**src/rtl/seg_counter_display.sv**
```systemverilog
// Multiplexed N-digit BCD counter driving common-anode seven-segment displays.
// Counts on a prescaled tick (up or down), with load, wrap pulse, leading-zero
// blanking and per-digit decimal points. sel/seg are active low.
module seg_counter_display #(
  parameter int unsigned DIGITS   = 6,
  parameter int unsigned TICK_MAX = 499_999,
  parameter int unsigned SCAN_MAX = 49_999,
  parameter bit          BLANK_LZ = 1'b1
) (
  input  logic                  sys_clk,
  input  logic                  rst_n,
  input  logic                  en,
  input  logic                  up_dn,
  input  logic                  load,
  input  logic [4*DIGITS-1:0]   load_val,
  input  logic [DIGITS-1:0]     dp_mask,
  output logic [4*DIGITS-1:0]   count_bcd,
  output logic                  wrap,
  output logic [DIGITS-1:0]     sel,
  output logic [7:0]            seg
);

  localparam int unsigned CNT_W = 4 * DIGITS;
  localparam int unsigned PRE_W = (TICK_MAX > 0) ? $clog2(TICK_MAX + 1) : 1;
  localparam int unsigned SCN_W = (SCAN_MAX > 0) ? $clog2(SCAN_MAX + 1) : 1;
  localparam int unsigned IDX_W = (DIGITS > 1) ? $clog2(DIGITS) : 1;

  logic [PRE_W-1:0]  presc_q, presc_d;
  logic [CNT_W-1:0]  count_q, count_d;
  logic              wrap_q, wrap_d;
  logic [SCN_W-1:0]  scan_q, scan_d;
  logic [IDX_W-1:0]  idx_q, idx_d;
  logic [DIGITS-1:0] sel_q, sel_d;
  logic [7:0]        seg_q, seg_d;

  logic              tick_c;
  logic [CNT_W-1:0]  step_c;
  logic              step_wrap_c;
  logic [CNT_W-1:0]  load_clamp_c;
  logic [3:0]        dig_c, nd_c;
  logic              carry_c;
  logic [DIGITS-1:0] lz_c;
  logic              zacc_c;
  logic [3:0]        cur_dig_c;
  logic              cur_dp_c;
  logic              cur_blank_c;

  // Active-low {g,f,e,d,c,b,a} pattern for one BCD digit; non-BCD codes blank.
  function automatic logic [6:0] seg7(input logic [3:0] d);
    case (d)
      4'd0:    seg7 = 7'h40;
      4'd1:    seg7 = 7'h79;
      4'd2:    seg7 = 7'h24;
      4'd3:    seg7 = 7'h30;
      4'd4:    seg7 = 7'h19;
      4'd5:    seg7 = 7'h12;
      4'd6:    seg7 = 7'h02;
      4'd7:    seg7 = 7'h78;
      4'd8:    seg7 = 7'h00;
      4'd9:    seg7 = 7'h10;
      default: seg7 = 7'h7F;
    endcase
  endfunction

  assign tick_c = en && (presc_q == PRE_W'(TICK_MAX));

  // BCD increment/decrement with ripple carry/borrow; final carry flags a wrap.
  always_comb begin
    step_c  = count_q;
    carry_c = 1'b1;
    dig_c   = 4'd0;
    nd_c    = 4'd0;
    for (int i = 0; i < int'(DIGITS); i++) begin
      dig_c = count_q[4*i +: 4];
      nd_c  = dig_c;
      if (carry_c) begin
        if (up_dn) begin
          if (dig_c >= 4'd9) nd_c = 4'd0;
          else begin nd_c = 4'(dig_c + 4'd1); carry_c = 1'b0; end
        end else begin
          if (dig_c == 4'd0) nd_c = 4'd9;
          else begin nd_c = 4'(dig_c - 4'd1); carry_c = 1'b0; end
        end
      end
      step_c[4*i +: 4] = nd_c;
    end
    step_wrap_c = carry_c;
  end

  // Clamp any non-BCD load digit to 9.
  always_comb begin
    load_clamp_c = '0;
    for (int i = 0; i < int'(DIGITS); i++) begin
      load_clamp_c[4*i +: 4] = (load_val[4*i +: 4] > 4'd9) ? 4'd9 : load_val[4*i +: 4];
    end
  end

  // Prescaler and counter next state; load overrides the tick.
  always_comb begin
    presc_d = presc_q;
    count_d = count_q;
    wrap_d  = 1'b0;
    if (load) begin
      presc_d = '0;
      count_d = load_clamp_c;
    end else if (en) begin
      presc_d = tick_c ? '0 : PRE_W'(presc_q + 1'b1);
      if (tick_c) begin
        count_d = step_c;
        wrap_d  = step_wrap_c;
      end
    end
  end

  // Free-running scan timer and digit index.
  always_comb begin
    scan_d = PRE_W > 0 ? SCN_W'(scan_q + 1'b1) : scan_q;
    idx_d  = idx_q;
    if (scan_q == SCN_W'(SCAN_MAX)) begin
      scan_d = '0;
      idx_d  = (idx_q == IDX_W'(DIGITS - 1)) ? '0 : IDX_W'(idx_q + 1'b1);
    end
  end

  // Leading-zero map: lz_c[i] set when digit i and every digit above it are 0.
  always_comb begin
    zacc_c = 1'b1;
    lz_c   = '0;
    for (int i = int'(DIGITS) - 1; i >= 0; i--) begin
      zacc_c  = zacc_c && (count_q[4*i +: 4] == 4'd0);
      lz_c[i] = zacc_c;
    end
  end

  // Select the scanned digit and build the next sel/seg pin values.
  always_comb begin
    cur_dig_c   = 4'd0;
    cur_dp_c    = 1'b0;
    cur_blank_c = 1'b0;
    for (int i = 0; i < int'(DIGITS); i++) begin
      if (idx_q == IDX_W'(i)) begin
        cur_dig_c   = count_q[4*i +: 4];
        cur_dp_c    = dp_mask[i];
        cur_blank_c = BLANK_LZ && lz_c[i] && (i != 0);
      end
    end
    sel_d = ~(DIGITS'(1) << idx_q);
    seg_d = {~cur_dp_c, cur_blank_c ? 7'h7F : seg7(cur_dig_c)};
  end

  // State and output registers.
  always_ff @(posedge sys_clk or negedge rst_n) begin
    if (!rst_n) begin
      presc_q <= '0;
      count_q <= '0;
      wrap_q  <= 1'b0;
      scan_q  <= '0;
      idx_q   <= '0;
      sel_q   <= '1;
      seg_q   <= 8'hFF;
    end else begin
      presc_q <= presc_d;
      count_q <= count_d;
      wrap_q  <= wrap_d;
      scan_q  <= scan_d;
      idx_q   <= idx_d;
      sel_q   <= sel_d;
      seg_q   <= seg_d;
    end
  end

  assign count_bcd = count_q;
  assign wrap      = wrap_q;
  assign sel       = sel_q;
  assign seg       = seg_q;

endmodule

```
**config.mk**
```make
export PLATFORM = sky130hd
export DESIGN_NAME = seg_counter_display
export DESIGN_NICKNAME = d
export VERILOG_FILES = /design/src/rtl/seg_counter_display.sv
export SDC_FILE = /design/constraint.sdc
export NUM_CORES = 1
export LEC_CHECK = 0
export ABC_AREA = 0
export CORE_ASPECT_RATIO = 1.4
export CORE_UTILIZATION = 50
export DETAILED_ROUTE_END_ITERATION = 10
export HOLD_SLACK_MARGIN = 0.1
export PLACE_DENSITY = 0.75
export SLEW_MARGIN = 0
export SYNTH_ARGS = -nofsm -noshare
export SYNTH_HDL_FRONTEND = slang
export SYNTH_SLANG_ARGS = --single-unit
```
**constraint.sdc**
```tcl
create_clock -name sys_clk -period 3.4 [get_ports sys_clk]
set_input_delay 0.68 -clock sys_clk [delete_from_list [all_inputs] [get_ports sys_clk]]
set_output_delay 0.68 -clock sys_clk [all_outputs]
set_load 0.03 [all_outputs]
```
======== Word-level counts from Yosys, hierarchy flattened ========
Memory sizes are Yosys's and may differ from the RTL's.
Index checks and enable logic that the tools add are counted.
W data, S select, Z words.
word-level totals
  ROM bits ................................ 112
  memories kept ........................... 1
  input bits .............................. 35
  output and inout port bits .............. 39
  register bits ........................... 77
  word-level logic and storage cells ...... 156
memory list
  name             words  bits a word  rd ports  clocked after Yosys merged registers in  wr ports  RTL line  text
  (no name shown)  16     7            1         0                                        0         50        case (d)
cells by class
  $add $sub $neg .......................... 15
  reduce and logical (&&, ||, !) cells .... 25
  shift operators ......................... 1
  muxes and demuxes ....................... 81
  equal/unequal tests ..................... 7
  bitwise logic cells ..................... 2
  order comparisons ....................... 12
operators with widths
  kind                     count
  $mux W4                  35
  $mux W24                 3
  $mux W19                 3
  $mux W1                  37
  $add A4 B1 Y4 const B    6
  $ge A4 B4 Y1 const B     6
  $gt A4 B4 Y1 const B     6
  $logic_not A4 Y1         6
  $sub A4 B1 Y4 const B    6
  $add A19 B1 Y19 const B  1
  $eq A19 B19 Y1 const B   1
  $add A16 B1 Y16 const B  1
  $eq A16 B16 Y1 const B   1
  $mux W16                 1
  $reduce_and A3 Y1        5
  $reduce_bool A2 Y1       7
  $mux W7                  1
  $eq A3 B2 Y1 const B     2
  $eq A3 B3 Y1 const B     2
  $not A6 Y6               1
  $shl A1 B3 Y6 const A    1
  $logic_and A1 B1 Y1      5
  $add A3 B1 Y3 const B    1
  $eq A3 B1 Y1 const B     1
  4 further kinds          4

======== Longest topological paths before layout ========
Gate-level depths: netlist of run 1.
  depth after elaboration ................. 11
  mapped depth ............................ 14

======== Least setup slack after synthesis of run 1 ========
No wires, ideal clock.
  path kind ............................... reg2reg
  start point ............................. reg idx_q[0]
  end point ............................... reg seg_q[3], in the netlist seg[3]
  required time ........................... 3.334 ns
  path buffers ............................ 5
  period minus slack after synthesis ...... 2.938 ns
  arrival ................................. 2.872 ns
  setup time .............................. 0.066 ns
  stages on the path, launching flop included .. 15
  setup slack ............................. 0.462 ns
  cells stage by stage .................... dfrtp_1 -> clkbuf_1 -> clkbuf_1 -> clkbuf_1 -> and2_1 -> ha_1 -> clkbuf_1 -> nand2_1 -> mux2_2 -> and2_1 -> clkbuf_1 -> inv_1 -> ha_1 -> nand3b_1 -> nand4_1
on the way
  longest elaborated chain between the ends .. 9
  elaborated cells on any way between the ends .. 19
  classes of those cells .................. eq/ne (5); mux (12); reduce/logical (1); memory (1)
ends and longest elaborated chain
  what                    RTL line  text
  start, declared         32        logic [IDX_W-1:0] idx_q, idx_d;
  start signal, assigned  166       idx_q <= idx_d;
  $logic_not A3 Y1        141       if (idx_q == IDX_W'(i)) begin
  $mux W4 (6 in series)   141
  $mem_v2 Z16 W7          -
  $mux W7 *               148       seg_d = {~cur_dp_c, cur_blank_c ? 7'h7F : seg7(cur_dig_c)};
  named net seg_d[3]      34        logic [7:0] seg_q, seg_d;
  end signal, assigned    168       seg_q <= seg_d;
  end, declared           34
Mark *: on every way through the listed nets, which the timed path passes. The rest lies on a longest branch.
A chain may end at the register's enable or synchronous reset.

======== Final worst setup path of run 1 ========
  start point ............................. reg count_q[5], in the netlist count_bcd[5]
  end point ............................... reg count_q[16], in the netlist count_bcd[16]
on the way
  longest elaborated chain between the ends .. 8
  elaborated cells on any way between the ends .. 10
  classes of those cells .................. order compare (1); mux (6); reduce/logical (3)
ends and longest elaborated chain
  what                                              RTL line  text
  start, declared                                   29        logic [CNT_W-1:0] count_q, count_d;
  start signal, assigned                            163       count_q <= count_d;
  $ge A4 B4 Y1 or $logic_not A4 Y1 (tied branches)  78, 81
  $mux W1, on equally long branches                 78, 81
  $mux W1 *                                         77        if (up_dn) begin
  $mux W1 * (3 in series)                           76        if (carry_c) begin
  $reduce_bool A2 Y1 (no source line) *             -
  $reduce_and A3 Y1 (no source line) *              -
Every way passes the cells marked *; elsewhere a longest branch is shown, timed or not.

==> impl_metrics.ini, run 1 <==
[run_status]
status = finished clean

[logic_synthesis]
synth_top_area_share_pct = 28.7
synthTopCellsByCount = dfrtp_1, nor2_1, nand2_1, clkbuf_1, o21ai_0
synth_compound_area_share_pct = 19.0
ys.flop_type = dfrtp_1
synthArstFlopShare_pct = 100
synth_simple_gate_area_share_pct = 25.9
synth.cell_area_um2 = 5490
muxShareOfSynthArea_pct = 2.99
seq_area_frac_synth_pct = 35.4
ys_types = 76
synth_area_leaders = dfrtp_1, dfstp_2, ha_1, nor2_1, nand2_1
synth-edff-count = 0
syn_inst = 636
synth-xor-area-share_pct = 5.43
yosys.cell_count.top_type = dfrtp_1
syn-num-nets = 696
synth_top_family_by_area = simple AND/OR/NAND/NOR gates
synth_top_area_cell = dfrtp_1
synth-seq-cells = 77
synth_warnings = 0
syn_area_per_cell_um2 = 8.63
synthAdderAreaFrac_pct = 5.70

[min_path]
min_path_type = flop to flop

[pwr]
peakVddDrop_mv = 0.288
p_leak_nw = 2.66
p_per_area_nw_per_um2 = 394

[cells_and_area]
seq_area_um2 = 1940
area_growth_pct = 21.2
stdcell_area_um2 = 6650
multi_input_area_um2 = 3240
fillCellCount = 902
drive_gt1_share_pct = 9.90
num_antenna_cells = 0
final_nets = 752

[floorplanning]
die_area_um2 = 11400
die_h_um = 126
ios = 74
rows = 44
coreArea_um2 = 10500
initial_utilization_pct = 52.2
fp.dieW_um = 90.5

[worst_setup_path]
crit_type = flop to flop
crit_required_ns = 3.62
cp_max_fo = 10
endpoint_kind = flop
setup.worst_path.start_class = flop
crit_arrival_ns = 3.12

[routing]
dr.pass1.iters = 5
viasPerCell = 6.03
drc = 0
wl_per_cell_um = 16.5
wirelength_mm = 13.7
initialDrtViolationCount = 484
routed-via-count = 5034
ant_nets = 0

[job]
max_cap_viol_count = 0

[cts]
post_cts_buffers = 0
cts-htree-levels = 3
cts_tree = built
ctsHoldBuffers = 0
cts.sinks = 77
cts_inserted_buffers = 9
clockRootBuffer = clkbuf_16
clock_latency_ns = 0.34
ctsResizeCount = 0
clock_path_buffers = 2
clk_pin_slew_ns = 0.06

[timing]
worstMarginPinSlew_ns = 0.938
rsz0062_at_grt = no
fin_crit_ns = 2.90
hold_viol = 0
finalSetupViolCount = 0
clock.fmax_mhz = 345
tns_ns = 0
fin_skew_ns = 0.0115
period_share_pct = 85.3
drv_slew = 0
slew_headroom_pct = 37.5

[global_routing]
grt_max_degree = 78
grt_pass1_vias = 4961
antenna_found_initial = 0
overflow = 0
grt_pass1_wl_mm = 23.5
track_usage_pct = 25.2

[placed_design]
dpl.hpwl_mm = 9.92
routabilityCongestion = 0.875
placed_cell_area_um2 = 6330
io_buffers = 73
==> where the power goes <==
part | internal [mW] | switching, mW
Combinational | 0.244 | 0.310
Clock | 0.645 | 0.388
Sequential | 0.965 | 0.0717
==> sequential cells by signal, indices dropped and copies added, names as in the netlist <==
| register | flops |
|---|---|
| sel | 6 |
| wrap | 1 |
| count_bcd | 24 |
| presc_q | 19 |
| idx_q | 3 |
| scan_q | 16 |
| seg | 8 |
==> cell type report <==
cell class	count	share of cell area, %
multi-input cells	484	48.6
flip-flops and latches	77	29.2
repair buffers	89	12.9
clock buffers	9	3.38
well taps	138	2.59
inverters	31	1.75
clock inverters	7	1.47
==> per-stage QoR <==
step / worst slack [ns] / power [mW] / hold slack, ns / instances / util [%]
floorplan: 0.462 / 1.38 / 0.384 / 636 / -
global placement: 0.424 / 1.58 / 0.479 / 819 / 60.2
detailed placement: 0.355 / 1.60 / 0.485 / 819 / 60.2
CTS: 0.519 / 2.64 / 0.492 / 835 / 63.3
global route: 0.378 / 2.74 / 0.512 / 835 / 63.3
finish: 0.500 / 2.62 / 0.492 / 835 / 63.3
==> final timing paths <==
check | startpoint | slack, ns | cells after the start | endpoint
worst max-delay path | count_bcd[5] | 0.50 | 7 | count_bcd[16]
worst min-delay path | scan_q[5] | 0.49 | 1 | scan_q[5]
worst max register to register | count_bcd[5] | 0.50 | 7 | count_bcd[16]
worst min register to register | scan_q[5] | 0.49 | 1 | scan_q[5]
max in group asynchronous | rst_n | 2.31 | 1 | count_bcd[8]
min in group asynchronous | rst_n | 0.50 | 1 | scan_q[8]
==> critical path, cell delays in order (launching register included) <==
cell     delay, ns
dfrtp_1       0.47
inv_1         0.13
ha_1          0.24
or3b_1        0.44
o22ai_1       0.31
or4b_4        0.58
or4_1         0.49
o311a_1       0.11
==> per-layer routing <==
metal  global-route usage (%)  wire (µm)
met3                     4.41        698
met1                     31.5       5830
met4                     8.82        306
met2                     43.5       6900
met5                        0          0
==> layout by cell type, fill, tap and decap left out, types with 7 or more instances in the layout <==
cell	Yosys	final
nor2_1	62	62
o211ai_1	13	13
clkbuf_16	0	9
nand2b_1	7	7
nand2_1	49	49
dfrtp_1	63	63
dfstp_2	14	14
xor2_1	21	21
ha_1	25	25
a31oi_1	8	8
inv_1	31	31
a21oi_1	24	24
nor3b_1	9	9
clkdlybuf4s50_1	0	72
nor4_1	12	12
xnor2_1	13	13
nor2b_1	9	9
o21a_1	8	8
nand3_1	27	27
nand4_1	15	15
nor3_1	17	17
o21ai_0	32	32
nand3b_1	12	12
o22ai_1	9	9
buf_4	0	16
mux2i_1	13	13
==> cell families after synthesis <==
family	after synthesis
fa+ha+maj	25
compound gates	152
xor+xnor	34
buf+inv	75
mux	16
flops	77
simple gates	257
Power figures use the tool's default switching activity.
==> run 2: changes to the inputs <==
- CORE_ASPECT_RATIO: 1.4 -> unset
- clock period: 3.4 -> 3.7 ns (I/O delays scaled with it)
==> impl_metrics.ini, run 2 (synthesis gave the netlist of run 1 again) <==
[routing]
ant_nets = 0
wirelength_mm = 13.9
drc = 0
wl_per_cell_um = 16.8
viasPerCell = 6.11
routed-via-count = 5056
dr.pass1.iters = 4
initialDrtViolationCount = 317

[timing]
tns_ns = 0
clock.fmax_mhz = 339
rsz0062_at_grt = no
fin_crit_ns = 2.95
period_share_pct = 79.6
hold_viol = 0
drv_slew = 0
holdWs_ns = 0.508
finalSetupViolCount = 0
slew_headroom_pct = 35.7
worstMarginPinSlew_ns = 0.965
fin_skew_ns = 0.00739

[global_routing]
track_usage_pct = 25.2
overflow = 0
grt_pass1_vias = 4796
antenna_found_initial = 0
grt_max_degree = 78
grt_pass1_wl_mm = 23.1

[cts]
post_cts_buffers = 0
clock_latency_ns = 0.37
cts.sinks = 77
clockRootBuffer = clkbuf_8
clock_path_buffers = 2
ctsResizeCount = 0
cts-htree-levels = 3
cts_tree = built
clk_pin_slew_ns = 0.09
cts_inserted_buffers = 9
ctsHoldBuffers = 0

[worst_setup_path]
crit_path_end = count_bcd[16]
crit_required_ns = 3.96
crit_arrival_ns = 3.21
rr_worst_depth = 7
cp_max_fo = 11
crit_start = count_bcd[4]
setup.worst_path.start_class = flop
rr_endpoint = count_bcd[16]
crit_type = flop to flop
reg2reg_from = count_bcd[4]
endpoint_kind = flop
r2r_slack_ns = 0.75

[floorplanning]
ios = 74
fp.dieW_um = 107
initial_utilization_pct = 52.5
coreArea_um2 = 10500
die_h_um = 107
die_area_um2 = 11400
rows = 37

[cells_and_area]
drive_gt1_share_pct = 9.25
fillCellCount = 919
final_common_cell = clkdlybuf4s50_1
num_antenna_cells = 0
instances_no_fill = 828
area_growth_pct = 18.1
final_nets = 747
largest_register_ffs = 24
final_cell_mix = clkdlybuf4s50_1, dfrtp_1, nor2_1, nand2_1, o21ai_0

[pwr]
comb_power_share_pct = 23.3
clkPwrFrac_pct = 31.8
p_per_area_nw_per_um2 = 329
seq_power_share_pct = 44.9
peakVddDrop_mv = 0.196
p_leak_nw = 2.57
power.total_mw = 2.13
p_sw_share_pct = 33.1
intPower_mw = 1.43
netSwitchingPower_uw = 706

[placed_design]
dp_cells = 812
dpl.hpwl_mm = 9.83
io_buffers = 73
routabilityCongestion = 0.892

[job]
max_cap_viol_count = 0

[run_status]
status = finished clean

[min_path]
min_path_type = flop to flop
[run 2: cell types whose count changed in the layout (fill, tap and decap cells not counted), sizes merged]
cell      delta
buf          -5
bufinv       -1
clkinv       -2
clkinvlp     +1
inv          +2
[run 2: area by class of cell]
cell class / instances / area, µm² / share of cell area [%]
multi-input combinational: 484 / 3240 / 49.9
inverter: 31 / 116 / 1.79
timing repair buffer: 84 / 811 / 12.5
clock inverter: 7 / 81.3 / 1.25
tap: 136 / 170 / 2.62
sequential: 77 / 1940 / 30.0
clock buffer: 9 / 124 / 1.91
[run 2: how the worst min path moves through the flow]
| stage | start | end | slack [ns] | depth (start not counted) |
|---|---|---|---|---|
| detailed placement | scan_q[11] | scan_q[11] | 0.50 | 1 |
| CTS | scan_q[11] | scan_q[11] | 0.51 | 1 |
| floorplan | rst_n | count_bcd[0] | 0.44 | 0 |
| global route | scan_q[11] | scan_q[11] | 0.54 | 1 |
| finish | scan_q[11] | scan_q[11] | 0.51 | 1 |
| global placement | scan_q[5] | scan_q[5] | 0.48 | 1 |
[run 2: per-stage QoR]
| step | area [µm²] | util [%] | setup WS (ns) |
|---|---|---|---|
| after floorplan | 5490 | - | 0.762 |
| after global placement | 6280 | 60.0 | 0.578 |
| after detailed placement | 6280 | 60.0 | 0.536 |
| after CTS | 6480 | 62.0 | 0.746 |
| after global routing | 6480 | 62.0 | 0.583 |
| final | 6480 | 62.0 | 0.753 |
[run 2: metal layers]
layer / up-vias / share of wire (%) / track usage [%]
li1: 2433 / - / -
met1: 2446 / 44 / 32.8
met2: 158 / 48 / 41.8
met3: 19 / 6.2 / 5.47
met4: 0 / 1.4 / 7.83
met5: - / 0 / 0
[run 2: worst max-delay path, stage by stage (launching register included)]
cell and delay (ns):
dfrtp_1 0.52, inv_1 0.10, ha_1 0.23, or3b_1 0.43
o22ai_1 0.33, or4b_4 0.60, or4_1 0.50, o311a_1 0.12
[run 2: power groups by stage]
stage	clock (mW)	sequential, mW	combinational [mW]
finish	0.678	0.957	0.495
global route	0.732	0.964	0.541
CTS	0.698	0.956	0.496
detailed placement	0	0.971	0.493
global placement	0	0.968	0.484
floorplan	0	1.00	0.267
